File: src/rtl/button_strip_ctrl.sv
// Big-button puzzle sequencer: debounces the button, classifies tap/hold, drives the
// RGB strip during a hold and checks the release against the rule and timer digits.
module button_strip_ctrl #(
  parameter int DEB_CYCLES  = 50000,
  parameter int HOLD_CYCLES = 25000000,
  parameter int TICK_DIV    = 600
) (
  input  logic       Clk,
  input  logic       Rst_n,
  input  logic       btn,
  input  logic       rule_hold,
  input  logic [9:0] digit_mask,
  output logic [2:0] color,
  output logic       strip_on,
  output logic       solved,
  output logic       strike,
  output logic       busy
);

  localparam int DW = (DEB_CYCLES  > 1) ? $clog2(DEB_CYCLES)  : 1;
  localparam int HW = (HOLD_CYCLES > 1) ? $clog2(HOLD_CYCLES) : 1;
  localparam int TW = (TICK_DIV    > 1) ? $clog2(TICK_DIV)    : 1;

  localparam logic [DW-1:0] DEB_LAST  = DW'(DEB_CYCLES - 1);
  localparam logic [HW-1:0] HOLD_LAST = HW'(HOLD_CYCLES - 1);
  localparam logic [TW-1:0] TICK_LAST = TW'(TICK_DIV - 1);

  typedef enum logic [1:0] {IDLE, PRESS, HOLD, DONE} state_t;

  state_t        state, state_next;
  logic          sync1, sync2;
  logic          btn_db, btn_db_d;
  logic [DW-1:0] deb_cnt;
  logic [TW-1:0] tick_cnt;
  logic [7:0]    lfsr;
  logic [HW-1:0] hold_cnt, hold_cnt_next;
  logic          hold_req, hold_req_next;
  logic [2:0]    color_next;
  logic          strip_next, solved_next, strike_next, busy_next;
  logic          rise, fall;
  logic [3:0]    req_digit;

  // NOTE: every clocked process uses non-blocking (<=) so all registers update together at the edge.
  always_ff @(posedge Clk or negedge Rst_n) begin
    if (!Rst_n) begin
      sync1 <= 1'b0;
      sync2 <= 1'b0;
    end else begin
      sync1 <= btn;
      sync2 <= sync1;
    end
  end

  // The level flips only after DEB_CYCLES consecutive samples disagree with it.
  always_ff @(posedge Clk or negedge Rst_n) begin
    if (!Rst_n) begin
      btn_db   <= 1'b0;
      btn_db_d <= 1'b0;
      deb_cnt  <= '0;
    end else begin
      btn_db_d <= btn_db;
      if (sync2 == btn_db) begin
        deb_cnt <= '0;
      end else if (deb_cnt == DEB_LAST) begin
        btn_db  <= sync2;
        deb_cnt <= '0;
      end else begin
        deb_cnt <= deb_cnt + 1'b1;
      end
    end
  end

  assign rise = btn_db & ~btn_db_d;
  assign fall = ~btn_db & btn_db_d;

  // Free-running Fibonacci LFSR, x^8+x^6+x^5+x^4+1, stepped once per TICK_DIV cycles.
  always_ff @(posedge Clk or negedge Rst_n) begin
    if (!Rst_n) begin
      lfsr     <= 8'hA5;
      tick_cnt <= '0;
    end else if (tick_cnt == TICK_LAST) begin
      tick_cnt <= '0;
      lfsr     <= {lfsr[6:0], lfsr[7] ^ lfsr[5] ^ lfsr[4] ^ lfsr[3]};
    end else begin
      tick_cnt <= tick_cnt + 1'b1;
    end
  end

  // Release digit demanded by the strip colour.
  always_comb begin
    case (color)
      3'b001:  req_digit = 4'd4;
      3'b111:  req_digit = 4'd1;
      3'b110:  req_digit = 4'd5;
      default: req_digit = 4'd1;
    endcase
  end

  // NOTE: every always_comb output gets a default first, so no path can infer a latch.
  always_comb begin
    state_next    = state;
    hold_cnt_next = hold_cnt;
    hold_req_next = hold_req;
    color_next    = color;
    strip_next    = strip_on;
    solved_next   = solved;
    strike_next   = 1'b0;

    case (state)
      IDLE: begin
        if (rise) begin
          state_next    = PRESS;
          hold_cnt_next = '0;
          hold_req_next = rule_hold;
        end
      end
      PRESS: begin
        if (fall) begin
          if (!hold_req) begin
            state_next  = DONE;
            solved_next = 1'b1;
          end else begin
            state_next  = IDLE;
            strike_next = 1'b1;
          end
        end else if (hold_cnt == HOLD_LAST) begin
          state_next = HOLD;
          color_next = (lfsr[2:0] == 3'b000) ? 3'b111 : lfsr[2:0];
          strip_next = 1'b1;
        end else begin
          hold_cnt_next = hold_cnt + 1'b1;
        end
      end
      HOLD: begin
        if (fall) begin
          strip_next = 1'b0;
          color_next = 3'b000;
          if (hold_req && digit_mask[req_digit]) begin
            state_next  = DONE;
            solved_next = 1'b1;
          end else begin
            state_next  = IDLE;
            strike_next = 1'b1;
          end
        end
      end
      DONE: begin
        solved_next = 1'b1;
        strip_next  = 1'b0;
      end
      default: state_next = IDLE;
    endcase

    busy_next = (state_next == PRESS) || (state_next == HOLD);
  end

  always_ff @(posedge Clk or negedge Rst_n) begin
    if (!Rst_n) begin
      state    <= IDLE;
      hold_cnt <= '0;
      hold_req <= 1'b0;
      color    <= 3'b000;
      strip_on <= 1'b0;
      solved   <= 1'b0;
      strike   <= 1'b0;
      busy     <= 1'b0;
    end else begin
      state    <= state_next;
      hold_cnt <= hold_cnt_next;
      hold_req <= hold_req_next;
      color    <= color_next;
      strip_on <= strip_next;
      solved   <= solved_next;
      strike   <= strike_next;
      busy     <= busy_next;
    end
  end

endmodule

File: config.mk
export PLATFORM = sky130hd
export DESIGN_NAME = button_strip_ctrl
export DESIGN_NICKNAME = d
export VERILOG_FILES = /design/src/rtl/button_strip_ctrl.sv
export SDC_FILE = /design/constraint.sdc
export NUM_CORES = 1
export LEC_CHECK = 0
export BUFFER_PORTS_ARGS = -buffer_cell sky130_fd_sc_hd__clkbuf_2
export CAP_MARGIN = 20
export CELL_PAD_IN_SITES_DETAIL_PLACEMENT = 1
export CELL_PAD_IN_SITES_GLOBAL_PLACEMENT = 1
export CORE_MARGIN = 4
export CORE_UTILIZATION = 47
export CTS_BUF_LIST = sky130_fd_sc_hd__clkbuf_16
export CTS_CLUSTER_DIAMETER = 200
export DETAILED_ROUTE_END_ITERATION = 10
export MAX_ROUTING_LAYER = met4
export PLACE_DENSITY_LB_ADDON = 0.1
export SLEW_MARGIN = 20
export SYNTH_ARGS = -nofsm -noshare
export SYNTH_HDL_FRONTEND = slang
export SYNTH_SLANG_ARGS = --single-unit
File: constraint.sdc
create_clock -name Clk -period 2.25 [get_ports Clk]
set_input_delay 0 -clock Clk [delete_from_list [all_inputs] [get_ports Clk]]
set_output_delay 0 -clock Clk [all_outputs]
set_load 0.01 [all_outputs]
==> impl_results.md <==
- Final worst path period need: 2102 ps
- Sequential fraction of the synthesis area: 49.43%
- Global-route usage over all layers: 18.42%
- Final setup skew: 8.577 ps
- Maximum number of pins on one net before global-route repair: 74
- Netlist Area Pre-Place: 3706 µm²
- Overflow left after global routing: 0
- Maxcap violations: 0
- Core outline area: 7687 µm²
- Vias per cell: 5.405
- Clock transition at the registers of the reported paths: 60 ps
- Tot Pwr: 2.844 mW
- Synth Area in Adders: 2.701%
- Die outline width: 96.80 µm
- DP HPWL: 5328 µm
- Maximum clock frequency: 475.7 MHz
- Final hold violation count: 0
- Worst-Margin Slew: 935.2 ps
- Number of non-filler instances in the completed layout: 518
- Endpoint type of the worst setup path: flip-flop
- Gpl congestion: 0.8734
- Number of port buffers: 13
- Die extent in y: 96.80 µm
- Power per Cell Area: 662.5 nW/µm²
- DRT Wirelength: 7985 µm
- Worst R2R Setup Slack: 150 ps
- Wire per inst: 15.42 µm
- Placed cell count: 498
- Post-route antenna net violation count: 0
- Detailed-route via count: 2800
- Ys async rst share: 100.0%
- CTS HTree Levels: 3
- Most instantiated flip-flop cell in the synthesis netlist: dfrtp_1
- Initial core utilization: 48.21%
- Synthesized netlist cell count: 385
- First-pass GRT wire length: 14030 µm
- Worst EP arrival: 2350 ps
- Commonest non-fill, non-tap cell in the layout: dfrtp_1
- Leakage: 1.972 nW
- Portion of the clock cycle consumed by the worst path in the final layout: 93.43%
- Clock tree buffer depth: 2
- Flip-flop and latch count after synthesis: 73
- Vias in the first global route: 2997
- Post-synthesis average cell area: 9.626 µm²
- Detailed Routing Iterations Pass 1: 4
- CTS Root Buffer Type: clkbuf_16
- Final-layout fill cell count: 883
- Antenna violations before repair: 0
- Status: complete, no violations
- Syn. warnings: 0
- Layout cell share with drive strength beyond 1: 13.94%
- Largest voltage drop on the vdd net: 388.9 µV
- Num rows: 32
- Number of top-level pins: 21
- Final routed DRC violation total: 0
- Fraction of synthesized area in multiplexers: 1.148%
- Maximum fanout along the worst path: 6
- Clock tree from TritonCTS: yes
- Max Transition Viols Final: 0
- Rel. slew slack: 37.65%
- Net count after synthesis: 407
- Main combinational cell family by area after synthesis: simple AND/OR/NAND/NOR gates
- Setup CP Type: reg2reg
- Post-synth EDFFs: 0
- Area growth, synth to finish: 15.83%
- Complex-gate fraction of the synthesized area: 6.280%
- Number of sinks driven by the clock tree: 73
- Critical Path Source Type: flip-flop
- Class of the tightest hold or removal check: in2reg
- Num CTS Buffers: 9
- Count of unique library cells instantiated by Yosys: 49
- Required @ worst endpoint: 2500 ps
- Diodes inserted: 0
- Synth Area in Simple Gates: 27.11%
- Number of nets at the end of the flow: 433
- Area share of xor/xnor cells in the synthesized design: 11.34%
- Count of routing violations after the opening detailed-route iteration: 82
- Total die area: 9370 µm²
- Worst skew pair latency: 330 ps
- Setup Viol. Count Final: 0
- Commonest cells after routing, fill and taps aside: dfrtp_1, nor2_1, nand2_1, xor2_1, xnor2_1
Yosys cell counts (all sizes together), types with 2 or more instances:
cell,number,area [µm²]
a21boi,2,15.01
a21o,2,15.01
a21oi,6,30.03
and2,5,31.28
and3,10,62.56
and4,2,17.52
buf,5,27.53
clkbuf,6,23.77
dfrtp,69,1727
dfstp,4,105.1
ha,8,100.1
inv,6,22.52
mux2,2,22.52
mux2i,2,20.02
nand2,58,220.2
nand2b,3,18.77
nand3,11,55.05
nand4,13,81.33
nand4b,2,17.52
nor2,63,239.0
nor2b,3,18.77
nor3,11,71.32
nor3b,2,15.01
nor4,10,81.33
nor4b,5,56.31
o21ai,10,50.05
o31ai,4,30.03
or2,2,12.51
xnor2,23,201.4
xor2,25,219.0
final cells by class:
class	instances	area [µm²]	share of cell area [%]
Sequential cell	73	1832	42.67
Clock buffer	9	225.2	5.246
Inverter	6	22.52	0.5246
Clock inverter	7	80.08	1.865
Multi-Input combinational cell	295	1833	42.70
Tap cell	102	127.6	2.973
Timing Repair Buffer	26	172.7	4.022
critical path: stages, from the launching register on:
cell	delay [ps]
dfrtp_1	460
inv_1	180
ha_4	190
nor2_1	80
nand4b_1	340
nor4_4	360
nand4_1	150
xor2_1	160
nor2_1	100
where the power goes:
part | internal (mW) | switching [mW]
clock | 0.952 | 0.514
combinational | 0.0136 | 0.0357
sequential | 1.32 | 0.00712
total | 2.29 | 0.557
stage by stage:
step / utilization (%) / hold WS, ps / TNS [ps] / worst slack [ps] / area (µm²)
2_1_floorplan: - / -295.6 / 0 / 339.8 / 3706
3_3_place_gp: 50.96 / 108.6 / 0 / 137.8 / 3918
3_5_place_dp: 50.96 / 110.5 / 0 / 111.6 / 3918
4_1_cts: 55.32 / 240.3 / 0 / 77.62 / 4253
5_1_grt: 55.84 / 276.9 / -89.10 / -55.04 / 4293
6_report: 55.84 / 249.4 / 0 / 147.9 / 4293
what timing repair did:
item,CTS,global route
hold buffers,3,0
gates resized for setup,0,7
endpoints found under the setup margin,0,14
setup buffers,0,1
endpoints found under the hold margin,71,0
registers in the layout, summed over array words and instances, names as in the netlist:
name	cells
btn_db_d	1
sync1	1
solved	1
lfsr	8
color	3
strip_on	1
hold_req	1
strike	1
state	2
busy	1
deb_cnt	16
btn_db	1
hold_cnt	25
sync2	1
tick_cnt	10
final timing paths:
| check | from | depth (start not counted) | to |
|---|---|---|---|
| worst min register to register | sync1 | 0 | sync2 |
| worst max register to register | state[0] | 8 | hold_cnt[22] |
| worst max-delay path | state[0] | 8 | hold_cnt[22] |
| min in group asynchronous | Rst_n | 2 | hold_cnt[15] |
| max in group asynchronous | Rst_n | 2 | hold_cnt[7] |
| worst min-delay path | digit_mask[4] | 4 | solved |
metal layers:
metal	part of all wire, %	up-vias	track usage, %
li1	-	1368	-
met3	1.9	8	3.605
met2	50	27	30.10
met1	47	1397	23.44
met4	1.2	0	5.184
met5	0	-	-
cells by family after synthesis:
family / count (synthesis)
compound gates: 34
xor+xnor: 48
fa+ha+maj: 8
buf+inv: 17
flops: 73
mux: 4
simple gates: 201
Power figures use the tool's default switching activity.
